### src/rtl/autotest_cipher_ctrl.sv
// Autotest sequencer for block-cipher UUTs: pulls test vectors from SD sectors
// via the sdspihost byte interface, runs the UUT, times it, and writes one
// result sector per vector back to the card.
module autotest_cipher_ctrl #(
  parameter int          BLOCK_W   = 64,
  parameter int          KEY_W     = 80,
  parameter int          N_VECTORS = 16,
  parameter logic [31:0] BASE_ADDR = 32'h0,
  parameter logic [31:0] TIMEOUT   = 32'hFFFF
) (
  input  logic               clk,
  input  logic               rst,
  input  logic               spi_busy,
  input  logic               spi_err,
  input  logic [7:0]         spi_data_out,
  output logic               spi_rst,
  output logic [31:0]        spi_block_addr,
  output logic               spi_r_block,
  output logic               spi_r_byte,
  output logic               spi_w_block,
  output logic               spi_w_byte,
  output logic [7:0]         spi_data_in,
  output logic               rst_uut,
  output logic [KEY_W-1:0]   key_uut,
  output logic [BLOCK_W-1:0] block_i_uut,
  output logic               encdec_uut,
  input  logic [BLOCK_W-1:0] block_o_uut,
  input  logic               end_key_signal_uut,
  input  logic               end_enc_uut,
  input  logic               end_dec_uut,
  output logic               done,
  output logic               error,
  output logic [15:0]        vec_idx,
  input  logic [1:0]         sw_debug,
  output logic [31:0]        debug
);
  localparam int KB   = KEY_W / 8;
  localparam int BB   = BLOCK_W / 8;
  localparam int WR_W = 40 + BLOCK_W;  // status + cycle count + result

  typedef enum logic [3:0] {
    S_SD_RST, S_SD_WAIT, S_RD_CMD, S_RD_BYTE, S_RD_WAIT, S_UUT_RST, S_UUT_RUN,
    S_WR_CMD, S_WR_BYTE, S_WR_WAIT, S_NEXT, S_DONE, S_ERROR
  } state_t;

  state_t             state, state_nx;
  logic               skip;        // busy is not yet meaningful right after a pulse
  logic [8:0]         byte_cnt;
  logic               rst_cnt;
  logic [15:0]        vec_idx_q;
  logic [KEY_W-1:0]   key_q;
  logic [BLOCK_W-1:0] blk_q;
  logic               encdec_q;
  logic [31:0]        cycle_cnt;
  logic               key_seen;
  logic [BLOCK_W-1:0] result_q;
  logic [7:0]         status_q;
  logic               uut_rst_q;

  logic               go, sd_state, uut_fin, time_hit, last_vec, pulse_any;
  logic [31:0]        cnt_inc;
  logic [WR_W-1:0]    wr_sh;

  assign go        = !skip && !spi_busy && !spi_err;
  assign sd_state  = state inside {S_SD_RST, S_SD_WAIT, S_RD_CMD, S_RD_BYTE, S_RD_WAIT,
                                   S_WR_CMD, S_WR_BYTE, S_WR_WAIT};
  assign uut_fin   = (key_seen || end_key_signal_uut) && (encdec_q ? end_enc_uut : end_dec_uut);
  assign cnt_inc   = (cycle_cnt == 32'hFFFF_FFFF) ? cycle_cnt : cycle_cnt + 32'd1;
  assign time_hit  = cnt_inc >= TIMEOUT;
  assign last_vec  = vec_idx_q == 16'(N_VECTORS - 1);
  assign pulse_any = spi_r_block | spi_r_byte | spi_w_block | spi_w_byte;
  // result sector bytes are taken MSB first, zero pad falls out of the shift
  assign wr_sh     = {status_q, cycle_cnt, result_q} << {byte_cnt, 3'b000};

  assign key_uut     = key_q;
  assign block_i_uut = blk_q;
  assign encdec_uut  = encdec_q;
  assign vec_idx     = vec_idx_q;

  // state register
  always_ff @(posedge clk) begin
    if (rst) state <= S_SD_RST;
    else     state <= state_nx;
  end

  // next-state logic; a card error in any SD-facing state aborts the run
  always_comb begin
    state_nx = state;
    case (state)
      S_SD_RST:  state_nx = S_SD_WAIT;
      S_SD_WAIT: if (go) state_nx = S_RD_CMD;
      S_RD_CMD:  if (go) state_nx = S_RD_BYTE;
      S_RD_BYTE: if (go) state_nx = S_RD_WAIT;
      S_RD_WAIT: if (go) state_nx = (byte_cnt == 9'd511) ? S_UUT_RST : S_RD_BYTE;
      S_UUT_RST: if (rst_cnt) state_nx = S_UUT_RUN;
      S_UUT_RUN: if (uut_fin || time_hit) state_nx = S_WR_CMD;
      S_WR_CMD:  if (go) state_nx = S_WR_BYTE;
      S_WR_BYTE: if (go) state_nx = S_WR_WAIT;
      S_WR_WAIT: if (go) state_nx = (byte_cnt == 9'd511) ? S_NEXT : S_WR_BYTE;
      S_NEXT:    state_nx = last_vec ? S_DONE : S_RD_CMD;
      default:   state_nx = state;
    endcase
    if (sd_state && spi_err) state_nx = S_ERROR;
  end

  // outputs decoded from state; command pulses only fire when the host is idle
  always_comb begin
    spi_rst     = (state == S_SD_RST);
    spi_r_block = (state == S_RD_CMD)  && go;
    spi_r_byte  = (state == S_RD_BYTE) && go;
    spi_w_block = (state == S_WR_CMD)  && go;
    spi_w_byte  = (state == S_WR_BYTE) && go;
    rst_uut     = uut_rst_q || (state == S_UUT_RST) || (state == S_ERROR);
    done        = (state == S_DONE);
    error       = (state == S_ERROR);
    spi_block_addr = 32'h0;
    if (state inside {S_RD_CMD, S_RD_BYTE, S_RD_WAIT})
      spi_block_addr = BASE_ADDR + 32'(vec_idx_q);
    else if (state inside {S_WR_CMD, S_WR_BYTE, S_WR_WAIT})
      spi_block_addr = BASE_ADDR + 32'(N_VECTORS) + 32'(vec_idx_q);
    spi_data_in = 8'h00;
    if (state inside {S_WR_BYTE, S_WR_WAIT}) spi_data_in = wr_sh[WR_W-1 -: 8];
  end

  // datapath: vector capture, UUT timing and result latching
  always_ff @(posedge clk) begin
    if (rst) begin
      skip      <= 1'b0;
      byte_cnt  <= '0;
      rst_cnt   <= 1'b0;
      vec_idx_q <= '0;
      key_q     <= '0;
      blk_q     <= '0;
      encdec_q  <= 1'b0;
      cycle_cnt <= '0;
      key_seen  <= 1'b0;
      result_q  <= '0;
      status_q  <= '0;
      uut_rst_q <= 1'b1;
    end else begin
      skip <= pulse_any || (state == S_SD_RST);
      case (state)
        S_RD_CMD, S_WR_CMD: if (go) byte_cnt <= '0;
        S_RD_WAIT: if (go) begin
          byte_cnt <= byte_cnt + 9'd1;
          if (byte_cnt == 9'd0)                 encdec_q <= spi_data_out[0];
          else if (int'(byte_cnt) <= KB)        key_q    <= (key_q << 8) | KEY_W'(spi_data_out);
          else if (int'(byte_cnt) <= KB + BB)   blk_q    <= (blk_q << 8) | BLOCK_W'(spi_data_out);
        end
        S_UUT_RST: begin
          rst_cnt   <= ~rst_cnt;
          cycle_cnt <= '0;
          key_seen  <= 1'b0;
          uut_rst_q <= 1'b0;
        end
        S_UUT_RUN: begin
          cycle_cnt <= cnt_inc;
          if (end_key_signal_uut) key_seen <= 1'b1;
          if (uut_fin) begin
            result_q <= block_o_uut;
            status_q <= 8'h00;
          end else if (time_hit) begin
            result_q <= block_o_uut;
            status_q <= 8'h01;
          end
        end
        S_WR_WAIT: if (go) byte_cnt <= byte_cnt + 9'd1;
        S_NEXT: if (!last_vec) vec_idx_q <= vec_idx_q + 16'd1;
        default: ;
      endcase
    end
  end

  // debug view selector
  always_comb begin
    case (sw_debug)
      2'd0:    debug = {12'h0, state, vec_idx_q};
      2'd1:    debug = cycle_cnt;
      2'd2:    debug = 32'(result_q);
      default: debug = {22'h0, error, done, status_q};
    endcase
  end
endmodule

### config.mk
export PLATFORM = sky130hd
export DESIGN_NAME = autotest_cipher_ctrl
export DESIGN_NICKNAME = d
export VERILOG_FILES = /design/src/rtl/autotest_cipher_ctrl.sv
export SDC_FILE = /design/constraint.sdc
export NUM_CORES = 1
export LEC_CHECK = 0
export BUFFER_PORTS_ARGS = -buffer_cell sky130_fd_sc_hd__buf_4
export CORE_UTILIZATION = 42
export DETAILED_ROUTE_END_ITERATION = 12
export PLACE_DENSITY_LB_ADDON = 0.2
export SLEW_MARGIN = 10
export SYNTH_ARGS = -nofsm -noshare
export SYNTH_HDL_FRONTEND = slang
export SYNTH_SLANG_ARGS = --single-unit
### constraint.sdc
create_clock -name clk -period 3.4 [get_ports clk]
set_input_delay 0.51 -clock clk [delete_from_list [all_inputs] [get_ports clk]]
set_output_delay 0.51 -clock clk [all_outputs]
set_load 0.05 [all_outputs]
==> results.txt, run 1 <==
STA classifies the critical path startpoint as a register. The longest clock path from root to sink contains 3 buffers. The power density over the cells is 416 nW/um2. The final weighted congestion in routability-driven placement is between 0.9 and 1. The count of distinct cell types in the synthesized netlist came out at 76.

The detailed router used layers up to and including met4. The highest achievable clock rate came out at 312 MHz. The clock transition at the registers of the reported paths came out at around 60 ps.

The detail-routed net length per standard cell came out at between 15 and 20 um. The maximum number of pins on one net before global-route repair is 97. The first global-routing pass estimated 72100 um of wire.

The transition time at the pin with the least slew margin is 1340 ps. The run finished with clean final reports. The count of maximum capacitance violations came out at 0. The number of synthesized flops with an enable pin is 0.

The setup TNS after final layout came out at 0 ps. The power spent charging and discharging nets is between 2 and 2.5 mW. The share of cells above drive strength 1 is 23.2%. The first-pass iteration count of the detailed router is 5. The die area is 34100 um2. The DRC violation count after routing came out at 0.

The clock network fraction of design power is 44.1%. The post-synthesis register bit count is between 200 and 300. The number of global-route vias before repair came out at approximately 12000. Buffers inserted during clock tree synthesis total 30. The final layout contains around 2100 nets.

The worst setup path is of the register to output pin kind. Leaving out fill and tap cells, the most frequent cell in the layout is sky130_fd_sc_hd__nand2_1. Setup repair after global routing left no endpoint under its margin. The clock latency reported for the late side of the worst-skew pair came out at between 500 and 600 ps.

The total number of H-tree levels is 1. The net switching fraction of the power came out at between 20% and 30%. Once the clock tree was built, the setup fixing pass inserted 0 buffers. In the layout the commonest cells are sky130_fd_sc_hd__nand2_1 (371), sky130_fd_sc_hd__buf_4 (363), sky130_fd_sc_hd__dfxtp_1 (274).

After clock tree synthesis, the flow added hold-fix buffers numbering 0. The diode insertion count for antenna repair is 0. The final count of hold timing violations is 0. The path class of the lowest-slack min-delay path is input port to register. Using the TritonRoute via totals, the vias-per-cell ratio works out to between 5 and 6. After synthesis, flip-flops and latches occupy approximately two fifths of the total area. The worst setup timing slack at the placement stage is 238 ps. In the detailed route, the total length drawn on met2 is ~22000 um. The final routed wirelength across all metal layers is between 40000 and 50000 um. The starting DRC count in detailed routing came out at ~1200.

The worst relative slew slack is roughly a tenth. The detailed placement HPWL came out at ~35000 um. TritonCTS built the clock tree. The cell row count came out at 66.

The most used flip-flop cell after synthesis is sky130_fd_sc_hd__dfxtp_1. The maximum VDD drop is 417 uV. The starting utilization of the core area came out at ~43%. The endpoint arrival time on the critical path came out at approximately 2700 ps. The count of yosys warnings during synthesis came out at 0. 322 I/O pins were placed. The leakage power total is 6.57 nW. The number of antenna violations at the first check in global routing is 0. The largest clock skew in the final design came out at between 15 and 20 ps. The number of gates resized after CTS was 0. Data on the critical path is required at its endpoint by a little under 3000 ps. The worst path meets setup with 193 ps of slack. The async set-or-reset flop fraction in the synthesized netlist is 0%. The routed length on met1 is 21100 um. The worst setup path is captured at an output pin.

The global router's overall resource usage is between 20% and 30%. The routed layout has approximately 14000 vias. The number of buffer cells added on primary ports is slightly above 300.

The critical-path maximum fanout is 8. Counting every instance in the synthesized netlist gives between 1500 and 2000. The post-synth design cell area is between 10000 and 15000 um2.

The height of the die is 185 um. The total internal power came out at 5.42 mW. Dividing the synthesized area by the synthesized cell count gives around 8 um2.

The clock period minus worst slack is 3210 ps. For this run the aggregate overflow at the end of global routing stands at 0. The core region is 32700 um2. The wire length on met3 is 2730 um. The layout overhead on the synthesized area came out at 27.3%. Once detail routing completed, the nets flagged for antenna violations numbered 0. The x dimension of the die is 185 um. Registers are responsible for 44.0% of the overall power. The clock sink total came out at between 200 and 300. The tree is rooted in a sky130_fd_sc_hd__clkbuf_16.

The final number of max-transition violations is 0. Setup violations remaining at the end of the flow were counted as 0. Of the total power, combinational logic draws a little under an eighth. The final critical-path share of the clock period came out at between 90% and 100%.
[registers in the layout, indices dropped and copies added, names as in the netlist]
| name | count |
|---|---|
| result_q | 64 |
| uut_rst_q | 1 |
| status_q | 1 |
| skip | 1 |
| cycle_cnt | 32 |
| rst_cnt | 1 |
| key_uut | 80 |
| state | 4 |
| vec_idx | 16 |
| block_i_uut | 64 |
| key_seen | 1 |
| byte_cnt | 9 |
| encdec_uut | 1 |
[stage by stage]
stage	area, um2	power, mW	hold slack, ps	instances	utilization (%)
2_1_floorplan	14100	3.93	428	1781	-
3_3_place_gp	16800	4.20	439	2432	51.5
3_5_place_dp	16800	4.21	445	2432	51.5
4_1_cts	17800	7.47	171	2486	54.5
5_1_grt	17800	7.68	183	2486	54.6
6_report	17800	7.43	192	2486	54.6
[power by group through the flow]
stage / Sequential (mW) / Combinational (mW) / Clock (mW)
floorplan: 3.34 / 0.587 / 0
global placement: 3.34 / 0.863 / 0
detailed placement: 3.34 / 0.866 / 0
CTS: 3.27 / 0.869 / 3.33
global route: 3.27 / 0.942 / 3.47
finish: 3.27 / 0.880 / 3.28
[synthesized netlist by cell type (3+ instances only)]
library cell,instances,area [um2]
sky130_fd_sc_hd__nand4_1,13,81.3
sky130_fd_sc_hd__mux4_2,13,293
sky130_fd_sc_hd__buf_4,23,173
sky130_fd_sc_hd__a21oi_1,202,1010
sky130_fd_sc_hd__buf_6,6,67.6
sky130_fd_sc_hd__xnor2_1,11,96.3
sky130_fd_sc_hd__nor2_1,117,439
sky130_fd_sc_hd__nand4_2,4,50.1
sky130_fd_sc_hd__inv_1,13,48.8
sky130_fd_sc_hd__or4_1,3,22.5
sky130_fd_sc_hd__buf_2,14,70.1
sky130_fd_sc_hd__nor3_1,24,120
sky130_fd_sc_hd__a221oi_1,8,70.1
sky130_fd_sc_hd__nand2_1,371,1390
sky130_fd_sc_hd__mux2i_1,107,1070
sky130_fd_sc_hd__a31oi_1,10,62.6
sky130_fd_sc_hd__buf_1,8,30.0
sky130_fd_sc_hd__nor2b_1,14,87.6
sky130_fd_sc_hd__dfxtp_1,275,5510
sky130_fd_sc_hd__nand3_1,26,130
sky130_fd_sc_hd__or3_1,15,93.8
sky130_fd_sc_hd__and4_1,7,61.3
sky130_fd_sc_hd__nor4_1,12,75.1
sky130_fd_sc_hd__a311oi_1,16,140
sky130_fd_sc_hd__nand4b_1,3,26.3
sky130_fd_sc_hd__nand2b_1,132,826
sky130_fd_sc_hd__a21o_1,3,22.5
sky130_fd_sc_hd__xor2_1,18,158
sky130_fd_sc_hd__o21ai_0,76,380
sky130_fd_sc_hd__a22o_1,13,114
sky130_fd_sc_hd__and3_1,13,81.3
sky130_fd_sc_hd__o22ai_1,8,50.1
sky130_fd_sc_hd__clkbuf_1,111,417
sky130_fd_sc_hd__o31a_1,4,35.0
sky130_fd_sc_hd__ha_1,8,100
sky130_fd_sc_hd__nor4_2,3,37.5
sky130_fd_sc_hd__a211oi_1,7,52.6
sky130_fd_sc_hd__a22oi_1,7,52.6
[per-layer routing]
metal  track usage [%]  up-vias
li1                  -     6561
met5                 0        -
met1              37.7     6405
met4              10.7        0
met2              43.0      508
met3              2.88      101
[worst max-delay path, cell delays in order (launching register included)]
cell and delay, ps:
sky130_fd_sc_hd__dfxtp_1 320, sky130_fd_sc_hd__nor4_1 300, sky130_fd_sc_hd__buf_4 180, sky130_fd_sc_hd__nor2b_1 210, sky130_fd_sc_hd__and3_1 380, sky130_fd_sc_hd__o21ai_0 190
sky130_fd_sc_hd__a221oi_2 270, sky130_fd_sc_hd__buf_4 260
[layout make-up]
class	count	area (um2)
repair buffers	371	2880
well taps	442	553
fillers	3167	14900
inverters	14	52.6
flip-flops and latches	275	5510
multi-input cells	1330	7860
clock inverters	15	171
clock buffers	39	825
[final timing paths]
| kind | cells after the start | start | endpoint | slack (ps) |
|---|---|---|---|---|
| setup / recovery | 7 | byte_cnt[7]$_SDFFE_PP0P_ | spi_data_in[5] | 190 |
| hold reg to reg | 2 | block_i_uut[62]$_SDFFE_PP0P_ | block_i_uut[62]$_SDFFE_PP0P_ | 450 |
| hold / removal | 3 | spi_data_out[3] | key_uut[3]$_SDFFE_PP0P_ | 190 |
| setup reg to reg | 10 | cycle_cnt[0]$_SDFFE_PP0N_ | result_q[41]$_SDFFE_PP0P_ | 250 |
[cells by family after synthesis]
group           after synthesis  synth area share, %
simple gates                778                 26.8
compound gates              378                 15.7
flops                       275                 39.3
buf+inv                     176                 5.77
mux                         122                 9.89
xor+xnor                     29                 1.81
fa+ha+maj                     8                0.714
other cells                   1               0.0267
Power figures use the tool's default switching activity.
==> run 2, diff against run 1 <==
CTS_BUF_LIST = sky130_fd_sc_hd__clkbuf_16   (was not set)
CTS_CLUSTER_DIAMETER = 150   (was not set)
REMOVE_ABC_BUFFERS = 1   (was not set)
==> run 2 against run 1 <==
  * Critical path depth is 1 lower
  * Largest power group unchanged
  * Utilization up 0.72 points
  * Register-to-register slack improved by 100 ps
  * Clock power is 2% higher
  * First-iteration DRC count grew 0.25%
  * Largest cell class unchanged
  * Power grew 1.1%
  * Global-route usage increased by 0.40 points
  * Non-clock buffer count is 29 higher
  * Critical path type unchanged
==> results.txt, run 2 (synthesized netlist as in run 1, its figures left out) <==
The run finished with clean final reports. The most numerous cell type found on the critical path is sky130_fd_sc_hd__buf_4. The number of buffers and inverters on the critical path is 2. The global router's overall resource usage is between 20 and 30%. The worst setup path is launched from a register. Once detailed placement completed, the half-perimeter wirelength came to between 30000 and 40000 um. The number of flip-flops under the largest register name is 80. The beginning of the worst register-to-register path is cycle_cnt[1]$_SDFFE_PP0N_. The total setup buffers inserted after CTS came out at 0.

The worst path needs between 3000 and 4000 ps of the cycle, external delays included. The worst hold margin came out at approximately 190 ps. The highest achievable clock rate came out at approximately 310 MHz. In this run the vertical extent of the chip is roughly 180 um.

The worst-case IR drop observed on VDD is around 360 uV. In this run the worst hold path is classified as input port to register. After detailed placement, the total cell area comes to roughly 17000 um2. The via count of the routed design came out at ~14000.

In this run the horizontal extent of the chip is 185 um. The leakage power total came out at about 6.7 nW. The DRC violation count after routing came out at 0. The starting utilization of the core area is 42.9%. The clock sink total is roughly 280. The count of hold-fix buffers inserted at cts is 0. After clock tree synthesis, the clock-pin slew on the worst setup and hold paths is roughly 70 ps.

The total overflow reported by the global router is 0. Data on the critical path arrives at its endpoint at 2700 ps. The worst pin sits at a relative slew slack of 43.0%. The total number of nets in the final design came out at approximately 2100. The sequential fraction of design power is a little over two fifths. The power spent charging and discharging nets is 2.05 mW.

The power density over the cells is roughly 420 nW/um2. In the final layout, the share of cells above drive strength 1 is 24.0%. The I/O pin count is 322.

The number of global-route vias before repair came out at roughly 13000. The first detailed-routing pass ran for 8 iterations. The final count of hold timing violations was 0. The cell family contributing the most delay on the critical path is compound AO/OA/AOI/OAI gates. The final weighted congestion in routability-driven placement came out at about 0.96. The floorplan has 66 rows. The clock tree buffer depth is 3. The number of gates resized after cts is 0. Max-cap violations in this run came to 0. STA classifies the critical path endpoint as an output pin.

The worst endpoint required time came out at 2890 ps. The signal on the critical path passes through buf_4 > nand2_1 > o22ai_1 > o21ai_0 > a221oi_1 > buf_4. For this design, the slowest cell found on the critical path is sky130_fd_sc_hd__a221oi_1. For flop-to-flop paths, the worst setup slack is between 300 and 400 ps. The number of buffers added by the clock tree synthesis step is 31.

The mean number of vias per cell came out at 5.43. Including well taps, the total number of placed cells is around 2500. The critical path in this run is classified as register to output pin. The worst path uses between 90% and 100% of the clock period. The routed design has between 40000 and 50000 um of wire. In this run the worst path has a maximum fanout of 21. In this run the most critical hold path is launched from block_o_uut[10]. The library cells used most frequently in the layout, excluding fill and tap cells, are sky130_fd_sc_hd__buf_4 (390), sky130_fd_sc_hd__nand2_1 (371), sky130_fd_sc_hd__dfxtp_1 (274).

The maximum number of pins on one net before global-route repair is 106. The final number of max-transition violations came out at 0. Setup violations remaining at the end of the flow were counted as 0. The clock latency reported for the late side of the worst-skew pair came out at about 590 ps.

The total internal power is between 5 and 6 mW. The largest clock skew in the final design is 18.0 ps. The number of antenna violations at the first check in global routing is 1.

Combinational logic burns 11.7% of the power. In this design, the stage delay of the slowest critical-path cell is 420 ps. The non-filler instance count after layout came out at 2519. The utilization after layout is a little under three fifths. The diode insertion count for antenna repair came out at 0. After filler insertion, the fill cell instance count of the layout stands at 3114. The layout overhead on the synthesized area came out at 29.0%.

The finished cells cover approximately 18000 um2. The die area is about 34000 um2. The number of nets with antenna violations after detailed routing is 0.

The wire length of the first global-routing pass came out at about 74000 um. Setup repair after global routing left no endpoint under its margin. CTS placed an instance of sky130_fd_sc_hd__clkbuf_16 at the clock tree root.

The number of buffer cells added on primary ports came out at a little over 300. For the pin with the worst max-slew slack, the measured transition is ~850 ps. The clock network fraction of design power came out at 44.6%. The most critical setup path has its startpoint at byte_cnt[1]$_SDFFE_PP0P_. Leaving out fill and tap cells, the most frequent cell in the layout is sky130_fd_sc_hd__buf_4. Net switching is between 20 and 30% of the power. CTS built an H-tree with a depth of 1. The detail-routed net length per standard cell came out at about 19 um. The starting DRC count in detailed routing came out at between 1000 and 1500. TritonCTS built the clock tree. The placeable core region is 32700 um2.
-- run 2: cell count changes in the layout (fill, tap and decap cells not counted), sizes merged --
cell	change
inv	+1
clkbuf	-8
bufinv	+1
buf	+29
clkinvlp	+5
clkinv	+5
-- run 2: path summary, 6_finish.rpt --
kind / cells after the start / end
hold / removal: 3 / result_q[10]$_SDFFE_PP0P_
setup / recovery: 6 / spi_data_in[1]
hold reg to reg: 2 / key_uut[74]$_SDFFE_PP0P_
setup reg to reg: 11 / result_q[54]$_SDFFE_PP0P_
-- run 2: tightest hold or removal path, cell delays in order --
cell                       delay, ps
sky130_fd_sc_hd__buf_4           110
sky130_fd_sc_hd__nand2b_1         50
sky130_fd_sc_hd__mux2i_1          60
-- run 2: power groups by stage --
stage,logic (mW),registers [mW],clock network (mW)
floorplan,0.442,3.39,0
global placement,0.862,3.35,0
detailed placement,0.865,3.35,0
CTS,0.869,3.28,3.41
global route,0.948,3.28,3.54
finish,0.882,3.28,3.35
-- run 2: metrics by stage --
stage	TNS, ps	setup slack [ps]	power [mW]
2_1_floorplan	-281860	-1680	3.83
3_3_place_gp	0	423	4.21
3_5_place_dp	0	364	4.21
4_1_cts	0	20.4	7.55
5_1_grt	0	10.5	7.77
6_report	0	195	7.51
-- run 2: final cells by class --
class | instances | area [um2] | share of cell area, %
flip-flops and latches | 275 | 5510 | 30.5
clock inverters | 27 | 238 | 1.31
clock buffers | 31 | 776 | 4.29
repair buffers | 400 | 3120 | 17.3
well taps | 442 | 553 | 3.06
inverters | 14 | 52.6 | 0.291
multi-input cells | 1330 | 7830 | 43.3
-- run 2: metal layers --
metal  vias up  part of all wire, %  track usage (%)
met1      6521                   44             37.8
met5         -                    0                0
met3        74                  6.7             4.80
met4         0                  2.7             8.43
li1       6610                    -                -
met2       472                   47             43.9
==> run 3, diff against run 2 <==
REMOVE_ABC_BUFFERS = not set   (was 1)
==> run 3 against run 2 <==
  * Routed wire length fell by 1.4%
  * First-iteration DRC count fell by 5.4%
  * Setup slack got worse by 10 ps
  * Clock-buffer cell count fell by 1
  * Die area did not move
  * Critical path depth rose by 1
  * Via count fell by 1.3%
  * Power fell by 2.7%
  * Clock power fell by 6%
  * Final cell count fell by 1.3%
  * Critical endpoint is now spi_data_in[5]
  * Largest cell class unchanged
  * Highest routed layer unchanged
==> results.txt, run 3 (synthesized netlist as in run 1, its figures left out) <==
From bottom edge to top edge, the die measures ~180 um. The x dimension of the die came out at 185 um. In this run the power density over the cells is 410 nW/um2. The DRC violation count after routing is 0.

The count of fill cells added during filler insertion is approximately 3200. The register cell area after layout is around 5500 um2. STA classifies the critical path startpoint as a register. Clock tree synthesis found a total of 275 sinks. The detail route stage leaves a number of antenna-violating nets equal to 0.

The setup path with the least slack is of type register to output pin. The count of hold-fix buffers inserted at cts came out at 0. IR analysis of the VDD net gives a maximum drop of just over 400 uV. The final weighted congestion in routability-driven placement is a little over 0.9. TritonCTS built the clock tree. The die area is 34100 um2. The area after detailed placement is approximately 17000 um2. The total internal power came out at between 5 and 6 mW. The cell depth of the worst min-delay path came out at 3.

The sequential fraction of design power came out at between 40% and 50%. The final number of max-transition violations was 0. The first global-routing pass estimated ~72000 um of wire. The total instance count after detailed placement is around 2400. The starting DRC count in detailed routing is about 1100. In this run the worst setup path begins at byte_cnt[7]$_SDFFE_PP0P_. The flow ran to the end, and the final reports show no timing, DRC or antenna violations. For the pin with the worst max-slew slack, the measured transition is ~1300 ps. No sink is reached through more buffers than the 3 on the longest clock path.

The setup TNS after final layout is 0 ps. The startpoint identified for the worst hold timing path is spi_data_out[3]. After global routing the overflow that remains totals 0. The total number of nets in the final design came out at 2111. The non-filler instance count after layout came out at approximately 2500. The number of antenna violations at the first check in global routing is 0.

The reg-to-reg setup timing slack came out at 270 ps. The power spent charging and discharging nets came out at between 1.5 and 2 mW. Leaving out fill and tap cells, the most frequent cell in the layout is sky130_fd_sc_hd__nand2_1. The number of buffer cells added on primary ports came out at 306.

The number of flip-flops under the largest register name is 80. The layout overhead on the synthesized area is 27.0%. The routed layout has about 14000 vias. The clock period minus worst slack came out at roughly 3200 ps.

For this design the top-level I/O count stands at 322. Setup repair after global routing left no endpoint under its margin. STA classifies the critical path endpoint as an output pin. Counting cells, the worst reg-to-reg path comes to 9. The combinational fraction of design power came out at 12.0%. The post-route standard cell area excluding fillers is between 15000 and 20000 um2. The first-pass iteration count of the detailed router is 5. The worst hold margin came out at 195 ps. The clock latency reported for the late side of the worst-skew pair came out at 570 ps. The master cell of the clock root buffer is sky130_fd_sc_hd__clkbuf_16.

The count of maximum capacitance violations is 0. The number of global-route vias before repair was 12400. Global routing used about 27% of the available tracks across all layers. The detail-routed net length per standard cell is ~19 um. The startpoint identified for the worst register-to-register timing path is cycle_cnt[19]$_SDFFE_PP0N_. At the worst endpoint, the required time is between 2000 and 3000 ps. Net switching is between 20% and 30% of the power. The diode insertion count for antenna repair came out at 0. For this configuration, the core starts out at a cell density of between 40% and 50%. The highest achievable clock rate came out at around 310 MHz. Entering global routing, the biggest net connects 97 pins. The final critical-path share of the clock period is between 90% and 100%. In the routed layout, each cell is associated on average with a via count of roughly 5.4.

The detailed placement HPWL is roughly 35000 um. The final routed wirelength across all metal layers is roughly 48000 um. The critical-path maximum fanout came out at 8. Data arrives at the worst endpoint at 2710 ps. For this design the static power due to leakage is around 6.6 nW. Headroom to the max-slew limit came out at 9.51%. The area of combinational cells with multiple inputs came out at 7860 um2.

The final setup violation count is 0. In this run the number of H-tree levels came out at 1. For hold timing, the worst endpoint is key_uut[3]$_SDFFE_PP0P_. The largest clock skew in the final design is 15.5 ps. The cell row count came out at 66. The top cell types in the final layout, fill and taps aside, are sky130_fd_sc_hd__nand2_1 (371), sky130_fd_sc_hd__buf_4 (363), sky130_fd_sc_hd__dfxtp_1 (274). The share of cells above drive strength 1 is around 23%. After clock tree synthesis, the clock-pin slew on the worst setup and hold paths is around 60 ps. The clock network fraction of design power came out at 43.3%. The placeable core region came out at 32700 um2. The tightest min-delay check is of the input port to register type. The total setup buffers inserted after CTS came out at 0. The number of buffers added by the clock tree synthesis step came out at 30. The worst register-to-register path ends at result_q[43]$_SDFFE_PP0P_. The final count of hold timing violations was 0.
==> run 3: area by class of cell <==
class,count,area share [%]
Sequential cell,275,30.9
Clock buffer,30,4.22
Inverter,14,0.295
Clock inverter,24,1.15
Timing Repair Buffer,371,16.2
Multi-Input combinational cell,1330,44.1
Tap cell,442,3.11
==> run 3: routing by layer <==
metal | track usage (%) | up-vias | wire length, um
li1 | - | 6553 | -
met1 | 37.6 | 6338 | 21000
met2 | 42.8 | 513 | 22000
met3 | 3.16 | 102 | 2880
met4 | 10.8 | 0 | 1870
met5 | 0 | - | 0
==> run 3: worst max path at each step <==
stage,to,slack [ps],cells past startpoint
after floorplan,debug[13],200,4
after global routing,result_q[7]$_SDFFE_PP0P_,20,9
final,spi_data_in[5],180,7
after detailed placement,result_q[7]$_SDFFE_PP0P_,240,9
after global placement,result_q[39]$_SDFFE_PP0P_,390,9
after CTS,spi_block_addr[14],130,8
==> run 3: per-stage QoR <==
stage          utilization [%]  power, mW  setup slack, ps
2_1_floorplan                -       3.93              200
3_3_place_gp              51.5       4.20              390
3_5_place_dp              51.5       4.21              238
4_1_cts                   54.4       7.36              128
5_1_grt                   54.5       7.57             20.9
6_report                  54.5       7.31              184
==> run 3: what timing repair did <==
item | 4_1_cts | 5_1_grt
hold endpoints to repair | 0 | 0
setup endpoints to repair | 0 | 36
resized for setup | 0 | 4
==> run 3: power by group through the flow <==
stage               logic [mW]  registers (mW)  clock network [mW]
floorplan                0.587            3.34                   0
global placement         0.863            3.34                   0
detailed placement       0.866            3.34                   0
CTS                      0.869            3.27                3.22
global route             0.942            3.27                3.36
finish                   0.876            3.27                3.16
==> run 3: critical path: stages, from the launching register on <==
cell                       delay, ps
sky130_fd_sc_hd__dfxtp_1         320
sky130_fd_sc_hd__nor4_1          300
sky130_fd_sc_hd__buf_4           180
sky130_fd_sc_hd__nor2b_1         210
sky130_fd_sc_hd__and3_1          390
sky130_fd_sc_hd__o21ai_0         200
sky130_fd_sc_hd__a221oi_2        270
sky130_fd_sc_hd__buf_4           260
